===== src/rtl/bus_xbar_pkg.sv =====
// Shared constants for the bus crossbar: slave/master indices and the address map.
package bus_xbar_pkg;

  localparam int NM_DEFAULT    = 3;
  localparam int NS_DEFAULT    = 6;
  localparam int OUTST_DEFAULT = 2;

  // Master indices
  localparam int MST_INSTR = 0;
  localparam int MST_DATA  = 1;
  localparam int MST_BOOT  = 2;

  // Slave indices
  localparam int SLV_ROM    = 0;
  localparam int SLV_RAM    = 1;
  localparam int SLV_IO     = 2;
  localparam int SLV_UART0  = 3;
  localparam int SLV_TIMER  = 4;
  localparam int SLV_TIMER1 = 5;

  // Address map, element [i] belongs to slave index i
  localparam logic [NS_DEFAULT-1:0][31:0] ADDR_BASE = {
    32'h8000_3000,  // TIMER1
    32'h8000_2000,  // TIMER
    32'h8000_1000,  // UART0
    32'h8000_0000,  // IO
    32'h0001_0000,  // RAM
    32'h0000_0000   // ROM
  };

  localparam logic [NS_DEFAULT-1:0][31:0] ADDR_MASK = {
    32'hFFFF_F000,
    32'hFFFF_F000,
    32'hFFFF_F000,
    32'hFFFF_F000,
    32'hFFFF_0000,
    32'hFFFF_0000
  };

  function automatic logic addr_match(input logic [31:0] addr,
                                      input logic [31:0] base,
                                      input logic [31:0] mask);
    return (addr & mask) == base;
  endfunction

endpackage


===== src/rtl/bus_xbar_rr_arb.sv =====
// Round-robin arbiter for one slave port; pointer moves past the winner only
// when the slave actually accepts the request.
module bus_xbar_rr_arb
  import bus_xbar_pkg::*;
#(
  parameter int NM = NM_DEFAULT
) (
  input  logic          clk,
  input  logic          rst_n,
  input  logic [NM-1:0] req,
  input  logic          adv,
  output logic [NM-1:0] gnt
);

  localparam int PW = (NM > 1) ? $clog2(NM) : 1;

  logic [PW-1:0] ptr;
  logic [PW-1:0] win;
  logic [PW:0]   idx;
  logic          found;

  // Search requesters starting at the pointer, wrapping around once.
  always_comb begin
    gnt   = '0;
    win   = '0;
    idx   = '0;
    found = 1'b0;
    for (int i = 0; i < NM; i++) begin
      idx = {1'b0, ptr} + (PW+1)'(i);
      if (idx >= (PW+1)'(NM)) idx = idx - (PW+1)'(NM);
      if (!found && req[idx[PW-1:0]]) begin
        gnt[idx[PW-1:0]] = 1'b1;
        win              = idx[PW-1:0];
        found            = 1'b1;
      end
    end
  end

  // Pointer register: advance to winner+1 on a completed handshake.
  always_ff @(posedge clk or negedge rst_n) begin
    if (!rst_n) begin
      ptr <= '0;
    end else if (adv) begin
      ptr <= (win == PW'(NM-1)) ? '0 : win + PW'(1);
    end
  end

endmodule


===== src/rtl/bus_xbar.sv =====
// NM x NS crossbar for Ibex-style req/gnt/rvalid buses. In-order responses are
// guaranteed by blocking a master from switching slaves while it has traffic
// outstanding, so a per-slave FIFO of master IDs is enough to route responses.
module bus_xbar
  import bus_xbar_pkg::*;
#(
  parameter int NM    = NM_DEFAULT,
  parameter int NS    = NS_DEFAULT,
  parameter int OUTST = OUTST_DEFAULT,
  parameter logic [NS-1:0][31:0] SLV_BASE = ADDR_BASE,
  parameter logic [NS-1:0][31:0] SLV_MASK = ADDR_MASK
) (
  input  logic                 clk,
  input  logic                 rst_n,
  input  logic [NM-1:0]        m_req,
  input  logic [NM-1:0]        m_we,
  input  logic [NM-1:0][3:0]   m_be,
  input  logic [NM-1:0][31:0]  m_addr,
  input  logic [NM-1:0][31:0]  m_wdata,
  output logic [NM-1:0]        m_gnt,
  output logic [NM-1:0]        m_rvalid,
  output logic [NM-1:0]        m_err,
  output logic [NM-1:0][31:0]  m_rdata,
  output logic [NS-1:0]        s_req,
  output logic [NS-1:0]        s_we,
  output logic [NS-1:0][3:0]   s_be,
  output logic [NS-1:0][31:0]  s_addr,
  output logic [NS-1:0][31:0]  s_wdata,
  input  logic [NS-1:0]        s_gnt,
  input  logic [NS-1:0]        s_rvalid,
  input  logic [NS-1:0]        s_err,
  input  logic [NS-1:0][31:0]  s_rdata
);

  localparam int MW  = (NM > 1) ? $clog2(NM) : 1;
  localparam int SW  = $clog2(NS + 1);          // slave index incl. error slave
  localparam int CW  = $clog2(OUTST + 1);
  localparam int D   = NM * OUTST;              // routing FIFO depth
  localparam int FPW = (D > 1) ? $clog2(D) : 1;
  localparam int FCW = $clog2(D + 1);

  logic [SW-1:0]  dec     [NM];
  logic [CW-1:0]  cnt     [NM];
  logic [SW-1:0]  cur_slv [NM];
  logic [NM-1:0]  blocked;
  logic [NM-1:0]  req_ok;
  logic [NM-1:0]  err_gnt;
  logic [NM-1:0]  err_pend;

  logic [NM-1:0]  arb_req [NS];
  logic [NM-1:0]  arb_gnt [NS];
  logic [MW-1:0]  win_id  [NS];
  logic [NS-1:0]  push;
  logic [NS-1:0]  pop;

  logic [MW-1:0]  fifo_mem [NS][D];
  logic [FPW-1:0] wr_ptr   [NS];
  logic [FPW-1:0] rd_ptr   [NS];
  logic [FCW-1:0] fcnt     [NS];
  logic [MW-1:0]  head     [NS];

  // Address decode: lowest matching slave wins, no match selects the error slave.
  always_comb begin
    for (int m = 0; m < NM; m++) begin
      dec[m] = SW'(NS);
      for (int s = NS - 1; s >= 0; s--) begin
        if (addr_match(m_addr[m], SLV_BASE[s], SLV_MASK[s])) dec[m] = SW'(s);
      end
    end
  end

  // Ordering guard: hold a master at its limit or when it tries to switch slaves.
  always_comb begin
    blocked = '0;
    req_ok  = '0;
    err_gnt = '0;
    for (int m = 0; m < NM; m++) begin
      blocked[m] = (cnt[m] == CW'(OUTST)) ||
                   ((cnt[m] != '0) && (cur_slv[m] != dec[m]));
      req_ok[m]  = m_req[m] && rst_n && !blocked[m];
      err_gnt[m] = req_ok[m] && (dec[m] == SW'(NS));
    end
  end

  // Per-slave arbiter request vectors.
  always_comb begin
    for (int s = 0; s < NS; s++) begin
      arb_req[s] = '0;
      for (int m = 0; m < NM; m++) begin
        arb_req[s][m] = req_ok[m] && (dec[m] == SW'(s));
      end
    end
  end

  genvar gs;
  for (gs = 0; gs < NS; gs++) begin : g_slv
    bus_xbar_rr_arb #(.NM(NM)) u_arb (
      .clk   (clk),
      .rst_n (rst_n),
      .req   (arb_req[gs]),
      .adv   (push[gs]),
      .gnt   (arb_gnt[gs])
    );

    a_no_fifo_overflow : assert property (@(posedge clk) disable iff (!rst_n)
      !(push[gs] && !pop[gs] && (fcnt[gs] == FCW'(D))));
  end

  // Mux the arbitration winner onto each slave port; idle ports drive zero.
  always_comb begin
    s_req   = '0;
    s_we    = '0;
    s_be    = '0;
    s_addr  = '0;
    s_wdata = '0;
    for (int s = 0; s < NS; s++) begin
      win_id[s] = '0;
      s_req[s]  = |arb_req[s];
      for (int m = 0; m < NM; m++) begin
        if (arb_gnt[s][m]) begin
          s_we[s]    = m_we[m];
          s_be[s]    = m_be[m];
          s_addr[s]  = m_addr[m];
          s_wdata[s] = m_wdata[m];
          win_id[s]  = MW'(m);
        end
      end
    end
  end

  // Handshake / response strobes and FIFO head per slave.
  always_comb begin
    for (int s = 0; s < NS; s++) begin
      push[s] = s_req[s] && s_gnt[s];
      pop[s]  = s_rvalid[s] && (fcnt[s] != '0);
      head[s] = fifo_mem[s][rd_ptr[s]];
    end
  end

  // Master grant: error slave always accepts, real slaves through their arbiter.
  always_comb begin
    m_gnt = err_gnt;
    for (int s = 0; s < NS; s++) begin
      for (int m = 0; m < NM; m++) begin
        if (arb_gnt[s][m] && s_gnt[s]) m_gnt[m] = 1'b1;
      end
    end
  end

  // Response routing; a response with an empty FIFO is silently dropped.
  always_comb begin
    m_rvalid = '0;
    m_err    = '0;
    m_rdata  = '0;
    for (int m = 0; m < NM; m++) begin
      if (err_pend[m]) begin
        m_rvalid[m] = 1'b1;
        m_err[m]    = 1'b1;
      end
    end
    for (int s = 0; s < NS; s++) begin
      if (pop[s]) begin
        m_rvalid[head[s]] = 1'b1;
        m_err[head[s]]    = s_err[s];
        m_rdata[head[s]]  = s_rdata[s];
      end
    end
  end

  // Routing FIFOs holding the issuing master ID of each accepted request.
  always_ff @(posedge clk or negedge rst_n) begin
    if (!rst_n) begin
      for (int s = 0; s < NS; s++) begin
        wr_ptr[s] <= '0;
        rd_ptr[s] <= '0;
        fcnt[s]   <= '0;
        for (int i = 0; i < D; i++) fifo_mem[s][i] <= '0;
      end
    end else begin
      for (int s = 0; s < NS; s++) begin
        if (push[s]) begin
          fifo_mem[s][wr_ptr[s]] <= win_id[s];
          wr_ptr[s] <= (wr_ptr[s] == FPW'(D-1)) ? '0 : wr_ptr[s] + FPW'(1);
        end
        if (pop[s]) begin
          rd_ptr[s] <= (rd_ptr[s] == FPW'(D-1)) ? '0 : rd_ptr[s] + FPW'(1);
        end
        fcnt[s] <= fcnt[s] + FCW'(push[s]) - FCW'(pop[s]);
      end
    end
  end

  // Outstanding counters, current-slave registers and the error-slave response stage.
  always_ff @(posedge clk or negedge rst_n) begin
    if (!rst_n) begin
      err_pend <= '0;
      for (int m = 0; m < NM; m++) begin
        cnt[m]     <= '0;
        cur_slv[m] <= '0;
      end
    end else begin
      err_pend <= err_gnt;
      for (int m = 0; m < NM; m++) begin
        cnt[m] <= cnt[m] + CW'(m_gnt[m]) - CW'(m_rvalid[m]);
        if (m_gnt[m]) cur_slv[m] <= dec[m];
      end
    end
  end

endmodule


===== config.mk =====
export PLATFORM = sky130hd
export DESIGN_NAME = bus_xbar
export DESIGN_NICKNAME = d
export VERILOG_FILES = /design/src/rtl/bus_xbar_pkg.sv /design/src/rtl/bus_xbar_rr_arb.sv /design/src/rtl/bus_xbar.sv
export SDC_FILE = /design/constraint.sdc
export NUM_CORES = 1
export LEC_CHECK = 0
export BUFFER_PORTS_ARGS = -buffer_cell sky130_fd_sc_hd__buf_2
export CAP_MARGIN = 20
export CORE_AREA = 10 10 361 363
export DETAILED_ROUTE_END_ITERATION = 12
export DIE_AREA = 0 0 371 373
export GPL_ROUTABILITY_DRIVEN = 1
export GPL_TIMING_DRIVEN = 0
export PLACE_DENSITY_LB_ADDON = 0.25
export SLEW_MARGIN = 25
export SYNTH_ARGS = -nofsm -noshare
export SYNTH_HDL_FRONTEND = slang
export SYNTH_HIERARCHICAL = 1
export SYNTH_SLANG_ARGS = --single-unit

===== constraint.sdc =====
create_clock -name clk -period 6 [get_ports clk]
set_input_delay 0 -clock clk [delete_from_list [all_inputs] [get_ports clk]]
set_output_delay 0 -clock clk [all_outputs]
set_load 0.02 [all_outputs]

==> metrics.txt, run 1 <==
# TYPE chip_impl_metric gauge
chip_impl_info{name="run_status",value="complete, but fails checks"} 1
chip_impl_info{name="violations",value="negative hold slack"} 1
chip_impl_metric{name="tcrit_tclk_final",unit="%"} 98.8
chip_impl_metric{name="finalNonFillerCells",unit=""} 6361
chip_impl_info{name="worstReg2RegEnd",value="cnt[1]"} 1
chip_impl_metric{name="relative_area_change_from_synthesis_to_final_layout",unit="%"} 33.6
chip_impl_metric{name="final_nets",unit=""} 5141
chip_impl_metric{name="final.setup_skew",unit="ns"} 0.0136
chip_impl_metric{name="core.rowCount",unit=""} 129
chip_impl_metric{name="leakage",unit="µW"} 0.0138
chip_impl_info{name="timing.critical_path.cells",value="or3b_2, mux2_2, nand4_1, nand4bb_1, nor2_2, mux2i_1, nor4b_1, o21ai_1, a31oi_1, buf_2, clkbuf_2, clkbuf_2, a21oi_1, o21ai_0, buf_2"} 1
chip_impl_metric{name="required",unit="ns"} 6.00
chip_impl_metric{name="gp_congestion",unit=""} 1.05
chip_impl_metric{name="chipHeight",unit="µm"} 373
chip_impl_info{name="crit_slowest_cell",value="o21ai_0"} 1
chip_impl_info{name="worstSetupStartpointType",value="flop"} 1
chip_impl_metric{name="synth_seq_cells",unit=""} 156
chip_impl_metric{name="slew_headroom",unit="%"} 24.7
chip_impl_metric{name="drive_gt1_share",unit="%"} 26.4
chip_impl_metric{name="viasPerCell",unit=""} 5.64
chip_impl_metric{name="synth_cell_types",unit=""} 95
chip_impl_metric{name="drt.antenna.violating_nets",unit=""} 0
chip_impl_metric{name="wl",unit="µm"} 211000
chip_impl_metric{name="fp.dieArea",unit="µm²"} 138000
chip_impl_metric{name="maxClockFrequency",unit="GHz"} 0.169
chip_impl_metric{name="floorplan.io_pins",unit=""} 947
chip_impl_metric{name="first_global_vias",unit=""} 34100
chip_impl_info{name="rsz0062_at_grt",value="false"} 1
chip_impl_metric{name="cts.htree.levels",unit=""} 4
chip_impl_metric{name="dr_total_vias",unit=""} 35900
chip_impl_metric{name="multiInputGateArea",unit="µm²"} 18100
chip_impl_info{name="cts_tree",value="built"} 1
chip_impl_metric{name="ff_latch_area",unit="µm²"} 3900
chip_impl_metric{name="global_route.usage.total",unit="%"} 28.6
chip_impl_metric{name="numClockSinks",unit=""} 156
chip_impl_metric{name="fp.dieW",unit="µm"} 371
chip_impl_metric{name="ys.warnings.count",unit=""} 6
chip_impl_metric{name="core_region_area",unit="µm²"} 123000
chip_impl_metric{name="routedWlPerCell",unit="µm"} 33.2
chip_impl_metric{name="place_inst",unit=""} 6268
chip_impl_metric{name="detailed_place_hpwl",unit="µm"} 173000
chip_impl_metric{name="hold_violations",unit=""} 1
chip_impl_metric{name="mean_area_per_synthesized_cell",unit="µm²"} 6.41
chip_impl_metric{name="seq_area_frac_synth",unit="%"} 16.5
chip_impl_info{name="synth_flop_cell",value="dfrtp_1"} 1
chip_impl_metric{name="timing.final.max_slew_violations",unit=""} 0
chip_impl_metric{name="cellPowerDensity",unit="nW/µm²"} 136
chip_impl_metric{name="path_clk_slew",unit="ns"} 0.08
chip_impl_metric{name="ir_worst_vdd",unit="V"} 0.000195
chip_impl_metric{name="dr.first_iter.drc_count",unit=""} 4375
chip_impl_info{name="worstSetupEndpointType",value="output pin"} 1
chip_impl_metric{name="clkLatencyLatePin",unit="ns"} 0.45
chip_impl_metric{name="ff2ff_path_depth",unit=""} 13
chip_impl_metric{name="worstMarginPinSlew",unit="ns"} 1.13
chip_impl_metric{name="finalCriticalPeriod",unit="ns"} 5.93
chip_impl_metric{name="grt.overflow.total",unit=""} 0
chip_impl_metric{name="cp.arrival",unit="ns"} 5.93
chip_impl_info{name="criticalPathCategory",value="flop to output pin"} 1
chip_impl_metric{name="final_design_area_no_fill",unit="µm²"} 31700
chip_impl_metric{name="placement.cell_area",unit="µm²"} 30500
chip_impl_metric{name="cp_slowest_stage_delay",unit="ns"} 0.53
chip_impl_metric{name="p_total",unit="µW"} 4310
chip_impl_metric{name="grt_pass1_wl",unit="µm"} 285000
chip_impl_metric{name="layout.filler_cells",unit=""} 14300
chip_impl_metric{name="number_of_antenna_violations_at_the_first_check_in_global_routing",unit=""} 90
chip_impl_metric{name="detail_route.first_pass.iterations",unit=""} 7
chip_impl_metric{name="cts.path.max_buffers",unit=""} 2
chip_impl_metric{name="timing.max_cap.violations",unit=""} 0
chip_impl_metric{name="synthesis.area",unit="µm²"} 23700
chip_impl_metric{name="initial_utilization",unit="%"} 19.3
chip_impl_info{name="worst_setup_path_startpoint",value="cur_slv[7]"} 1
chip_impl_info{name="regToRegStartpoint",value="rd_ptr[0]"} 1
chip_impl_metric{name="pin_count_of_the_biggest_net_entering_global_routing",unit=""} 64
chip_impl_metric{name="critical_path.max_fanout",unit=""} 11
chip_impl_metric{name="io_buffers",unit=""} 932
chip_impl_metric{name="r2r_setup_slack",unit="ns"} 0.63
chip_impl_metric{name="drt_drc_violations_left",unit=""} 0
chip_impl_metric{name="finalSetupViolCount",unit=""} 0
chip_impl_metric{name="fin_hold_ws",unit="ns"} -0.00802
chip_impl_metric{name="post_synth_edffs",unit=""} 0
chip_impl_metric{name="postSynthCellCount",unit=""} 3697
chip_impl_info{name="worstHoldPathType",value="primary input to async pin"} 1
chip_impl_metric{name="cts_buffers",unit=""} 17
chip_impl_info{name="crit_end",value="s_wdata[179]"} 1
chip_impl_metric{name="syn_nets",unit=""} 4167
chip_impl_info{name="cts_root_buf",value="clkbuf_16"} 1
chip_impl_metric{name="synth-async-reset-ratio",unit="%"} 100
[worst max-delay path, delay by kind of cell (launching register included)]
| family | cells | cell delay [ns] |
|---|---|---|
| flops | 1 | 0.45 |
| buf+inv | 4 | 1.66 |
| compound gates | 4 | 1.14 |
| mux | 2 | 0.42 |
| simple gates | 5 | 1.78 |
[per-stage QoR]
step | hold slack (ns) | util [%] | setup slack [ns] | TNS [ns]
floorplan | -0.296 | - | 1.68 | 0
global placement | 0.339 | 24.7 | -3.86 | -1353.48
detailed placement | -0.0644 | 24.8 | -1.88 | -266.10
CTS | 0.00441 | 25.6 | -0.0624 | -0.0863
global route | 0.0103 | 25.7 | 0.00750 | 0
finish | -0.00802 | 25.8 | 0.0732 | 0
[power breakdown]
part / internal, µW / leakage (µW) / switching [µW]
logic: 629 / 0.0115 / 1200
clock network: 632 / 0.000294 / 526
registers: 1200 / 0.00201 / 129
total: 2460 / 0.0138 / 1850
[cell families (layout without fill, tap and decap cells)]
| logic type | Yosys count | after routing | share of synthesized area, % |
|---|---|---|---|
| AND/OR/NAND/NOR | 1413 | 1413 | 25.1 |
| flip-flops | 156 | 156 | 16.5 |
| other | 0 | 40 | 0 |
| buffers and inverters | 454 | 1441 | 7.55 |
| multiplexers | 141 | 141 | 7.28 |
| AO/OA/AOI/OAI | 1455 | 1455 | 39.7 |
| XOR/XNOR | 30 | 30 | 1.11 |
| adder cells (fa/ha/maj) | 48 | 48 | 2.72 |
[registers in the layout (all words and copies together), names as in the netlist]
signal           cells
cur_slv              9
wr_ptr              18
g_slv.u_arb/ptr     12
err_pend             3
cnt                  6
fcnt                18
rd_ptr              18
fifo_mem            72
[cells in the final DEF, fill, tap and decap left out, drive strengths merged, types with 23 or more instances in the layout]
cell type,n
buf,1011
a21oi,339
nand3,29
mux2,110
nand2,830
nor3,31
a221o,99
a31oi,91
a221oi,42
o211ai,104
ha,42
nor2,363
xnor2,23
dfrtp,156
nor2b,48
o21ai,436
diode,40
clkbuf,321
inv,96
o22ai,77
a22oi,159
[synth_stat cells (9+ instances only)]
| library cell | n | area, µm² |
|---|---|---|
| a21oi_1 | 337 | 1690 |
| a221o_1 | 99 | 991 |
| a221oi_1 | 42 | 368 |
| a22oi_1 | 159 | 1190 |
| a31oi_1 | 84 | 526 |
| and2_1 | 10 | 62.6 |
| buf_1 | 31 | 116 |
| buf_2 | 24 | 120 |
| clkbuf_1 | 301 | 1130 |
| dfrtp_1 | 156 | 3900 |
| ha_1 | 42 | 526 |
| inv_1 | 88 | 330 |
| mux2_1 | 13 | 146 |
| mux2_2 | 90 | 1010 |
| mux2i_1 | 19 | 190 |
| mux4_2 | 12 | 270 |
| nand2_1 | 830 | 3120 |
| nand2b_1 | 9 | 56.3 |
| nand3_1 | 29 | 145 |
| nand4_1 | 16 | 100 |
| nor2_1 | 363 | 1360 |
| nor2b_1 | 43 | 269 |
| nor3_1 | 29 | 145 |
| nor4_1 | 14 | 87.6 |
| o211ai_1 | 104 | 781 |
| o21ai_0 | 434 | 2170 |
| o22ai_1 | 77 | 482 |
| o31ai_1 | 15 | 113 |
| xnor2_1 | 23 | 201 |
[worst min-delay path by stage]
| stage | from | endpoint | slack (ns) | cells past startpoint |
|---|---|---|---|---|
| final | rst_n | fcnt[0] | -0.008 | 6 |
| after global routing | rst_n | fcnt[0] | 0.01 | 6 |
| after CTS | rst_n | fcnt[0] | 0.004 | 6 |
| after detailed placement | rst_n | fcnt[3] | -0.06 | 1 |
| after global placement | s_rvalid[3] | rd_ptr[6] | 0.34 | 3 |
| after floorplan | rst_n | cnt[0] | -0.30 | 0 |
[area by class of cell]
class                      instances  area share [%]
clock inverter                    14           0.557
timing repair buffer             958            16.0
antenna                           40           0.316
tap                             1637            6.46
buffer                           363            4.80
sequential                       156            12.3
inverter                          88            1.04
clock buffer                      18            1.35
multi-input combinational       3087            57.2
[timing repair]
action	4_1_cts	5_1_grt
buffers inserted	10	0
endpoints found under the hold margin	161	0
gates resized for setup	45	56
endpoints found under the setup margin	350	156
pin swaps	5	0
hold buffers	14	0
[metal layers]
metal / track usage, % / share of wire, %
met4: 20.0 / 8.7
met1: 30.9 / 36
met2: 48.2 / 46
met3: 7.42 / 9.1
met5: 0 / 0.15
Note: power is estimated with default switching activity, not from simulation.
==> run 2: changes to the inputs <==
Settings changed: CELL_PAD_IN_SITES_DETAIL_PLACEMENT set to 1, CELL_PAD_IN_SITES_GLOBAL_PLACEMENT set to 1, CORE_AREA 10 10 361 363 to 10 10 362 364, DIE_AREA 0 0 371 373 to 0 0 372 374.
==> run 2 against run 1 <==
The run now ends clean; critical endpoint is now s_wdata[86]; via count decreased by 0.52%; count of clock-buffer cells in the layout increased by 1; non-clock buffer count decreased by 7; cell area decreased by 0.47%; power decreased by 0.86%; register-to-register slack improved by 0.11 ns; core utilization decreased by 0.19 points; highest routed layer unchanged; sequential share of layout area increased by 0.058 points; flip-flop and latch count unchanged; die area increased by 0.54%; combinational power about the same; final cell count unchanged.
==> metrics.txt, run 2 (same netlist as run 1, synthesis figures left out) <==
# TYPE chip_impl_metric gauge
chip_impl_info{name="run_status",value="complete, no violations"} 1
chip_impl_metric{name="power.net_switching",unit="µW"} 1810
chip_impl_metric{name="fp.dieArea",unit="µm²"} 139000
chip_impl_info{name="worstSetupEndpointType",value="output pin"} 1
chip_impl_metric{name="fin_hold_ws",unit="ns"} 0.0551
chip_impl_metric{name="tcrit_tclk_final",unit="%"} 98.2
chip_impl_metric{name="finalWorstSetupSlack",unit="ns"} 0.108
chip_impl_info{name="final_cell_mix",value="buf_2 (959), nand2_1 (830), o21ai_0 (410)"} 1
chip_impl_info{name="worstReg2RegEnd",value="cnt[5]"} 1
chip_impl_metric{name="clkLatencyLatePin",unit="ns"} 0.46
chip_impl_metric{name="global_route.usage.total",unit="%"} 28.4
chip_impl_metric{name="r2r_setup_slack",unit="ns"} 0.74
chip_impl_info{name="worstHoldPathType",value="primary input to flop"} 1
chip_impl_metric{name="path_clk_slew",unit="ns"} 0.08
chip_impl_metric{name="numClockSinks",unit=""} 156
chip_impl_metric{name="cts.htree.levels",unit=""} 4
chip_impl_info{name="worstSetupStartpointType",value="flop"} 1
chip_impl_metric{name="maxClockFrequency",unit="GHz"} 0.170
chip_impl_metric{name="fp.dieW",unit="µm"} 372
chip_impl_metric{name="timing.max_cap.violations",unit=""} 0
chip_impl_metric{name="cts_buffers",unit=""} 17
chip_impl_info{name="regToRegStartpoint",value="cur_slv[7]"} 1
chip_impl_metric{name="drive_gt1_share",unit="%"} 26.6
chip_impl_metric{name="viasPerCell",unit=""} 5.61
chip_impl_info{name="worst_hold_startpoint",value="s_rvalid[0]"} 1
chip_impl_metric{name="detailed_place_hpwl",unit="µm"} 172000
chip_impl_metric{name="worstMarginPinSlew",unit="ns"} 1.12
chip_impl_metric{name="cts.path.max_buffers",unit=""} 2
chip_impl_metric{name="dp_worst_setup_slack",unit="ns"} -1.11
chip_impl_metric{name="finalCriticalPeriod",unit="ns"} 5.89
chip_impl_metric{name="slew_headroom",unit="%"} 25.5
chip_impl_metric{name="final.setup_skew",unit="ns"} 0.0221
chip_impl_metric{name="relative_area_change_from_synthesis_to_final_layout",unit="%"} 33.0
chip_impl_info{name="cts_tree",value="built"} 1
chip_impl_info{name="layout.cells.most_common",value="buf_2"} 1
chip_impl_metric{name="routedWlPerCell",unit="µm"} 33.0
chip_impl_metric{name="grt_pass1_wl",unit="µm"} 288000
chip_impl_metric{name="final_nets",unit=""} 5134
chip_impl_info{name="criticalPathCategory",value="flop to output pin"} 1
chip_impl_info{name="max_flop_register",value="fifo_mem"} 1
chip_impl_metric{name="drt.antenna.violating_nets",unit=""} 0
chip_impl_metric{name="cellPowerDensity",unit="nW/µm²"} 135
chip_impl_metric{name="detail_route.first_pass.iterations",unit=""} 5
chip_impl_metric{name="pin_count_of_the_biggest_net_entering_global_routing",unit=""} 86
chip_impl_metric{name="flip_flop_count_of_the_largest_register_after_layout",unit=""} 72
chip_impl_metric{name="place_inst",unit=""} 6268
chip_impl_info{name="min_delay_worst_endpoint",value="rd_ptr[15]"} 1
chip_impl_metric{name="ff2ff_path_depth",unit=""} 17
chip_impl_metric{name="cp.arrival",unit="ns"} 5.89
chip_impl_metric{name="chipHeight",unit="µm"} 374
chip_impl_metric{name="finalNonFillerCells",unit=""} 6361
chip_impl_metric{name="number_of_antenna_violations_at_the_first_check_in_global_routing",unit=""} 68
chip_impl_metric{name="power.internal",unit="µW"} 2460
chip_impl_metric{name="grt.overflow.total",unit=""} 0
chip_impl_metric{name="floorplan.io_pins",unit=""} 947
chip_impl_metric{name="wl",unit="µm"} 210000
chip_impl_metric{name="ir_worst_vdd",unit="V"} 0.000146
chip_impl_metric{name="dr.first_iter.drc_count",unit=""} 3535
chip_impl_metric{name="utilization",unit="%"} 25.6
chip_impl_metric{name="hold_violations",unit=""} 0
chip_impl_metric{name="initial_utilization",unit="%"} 19.2
chip_impl_metric{name="power.share.switching",unit="%"} 42.5
chip_impl_metric{name="gp_congestion",unit=""} 0.995
chip_impl_metric{name="dr_total_vias",unit=""} 35700
chip_impl_metric{name="timing.final.max_slew_violations",unit=""} 0
chip_impl_metric{name="timing.hold.worst_path_depth",unit=""} 3
chip_impl_metric{name="core.rowCount",unit=""} 129
chip_impl_metric{name="setup-tns-final",unit="ns"} 0
chip_impl_metric{name="share_of_power_burned_in_registers",unit="%"} 31.1
chip_impl_metric{name="required",unit="ns"} 6.00
chip_impl_metric{name="drt_drc_violations_left",unit=""} 0
chip_impl_metric{name="io_buffers",unit=""} 932
chip_impl_metric{name="leakage",unit="µW"} 0.0137
chip_impl_metric{name="finalSetupViolCount",unit=""} 0
chip_impl_metric{name="first_global_vias",unit=""} 35200
chip_impl_metric{name="core_region_area",unit="µm²"} 123000
chip_impl_info{name="cts_root_buf",value="clkbuf_16"} 1
chip_impl_metric{name="pwr-share-comb",unit="%"} 42.1
chip_impl_metric{name="critical_path.max_fanout",unit=""} 10
chip_impl_metric{name="share_clk_of_total_power",unit="%"} 26.8
[run 2: through the flow]
stage / total power (µW) / instance area (µm²)
after global placement: 3080 / 30400
after detailed placement: 3130 / 30500
after floorplan: 2270 / 23700
after CTS: 4300 / 31300
final: 4270 / 31500
after global routing: 4520 / 31500
[run 2: critical path, stage by stage, from the launching register on]
cell and delay, ns:
dfrtp_1 0.47, or3b_2 0.46, mux2_2 0.29, nand4_1 0.12, nand4bb_1 0.38, nor3_4 0.47, mux2i_1 0.12, a2111oi_1 0.42
o21ai_0 0.17, a31oi_1 0.34, clkbuf_4 0.40, clkbuf_2 0.44, clkbuf_2 0.39, a21oi_1 0.11, o21ai_0 0.51, buf_2 0.28
[run 2: worst max-delay path by stage]
stage               start     endpoint  slack, ns
2_1_floorplan  cur_slv[7]       cnt[5]       1.68
3_3_place_gp        rst_n  s_addr[124]      -3.62
3_5_place_dp   m_addr[61]  s_addr[143]      -1.11
4_1_cts        cur_slv[7]  s_wdata[86]       0.03
5_1_grt        cur_slv[7]  s_addr[147]     -0.004
6_report       cur_slv[7]  s_wdata[86]       0.11
[run 2: routing by layer]
metal	up-vias	routed length, µm	global-route usage, %
li1	15400	-	-
met1	17900	81200	33.1
met2	1844	97500	46.6
met3	458	16200	6.54
met4	26	14900	17.7
met5	-	140	0
[run 2: timing repair]
| action | in CTS | in global routing |
|---|---|---|
| endpoints found under the hold margin | 77 | 0 |
| gates resized for setup | 43 | 86 |
| setup endpoints to repair | 335 | 237 |
| buffers inserted | 9 | 1 |
| hold buffers | 6 | 0 |
| pin swaps | 4 | 2 |
[run 2: final cells by class]
cell class              count  area, µm²
diodes                     47        118
plain buffers             364       1550
clock buffers              19        453
clock inverters            13        153
fillers                 15800      91800
inverters                  88        330
multi-input cells        3087      18100
flip-flops and latches    156       3900
well taps                1637       2050
repair buffers            950       4850
[run 2: power groups by stage]
stage	Sequential, µW	Combinational [µW]	Clock, µW
2_1_floorplan	1310	967	0
3_3_place_gp	1340	1740	0
3_5_place_dp	1350	1790	0
4_1_cts	1330	1790	1180
5_1_grt	1350	1950	1220
6_report	1330	1800	1150
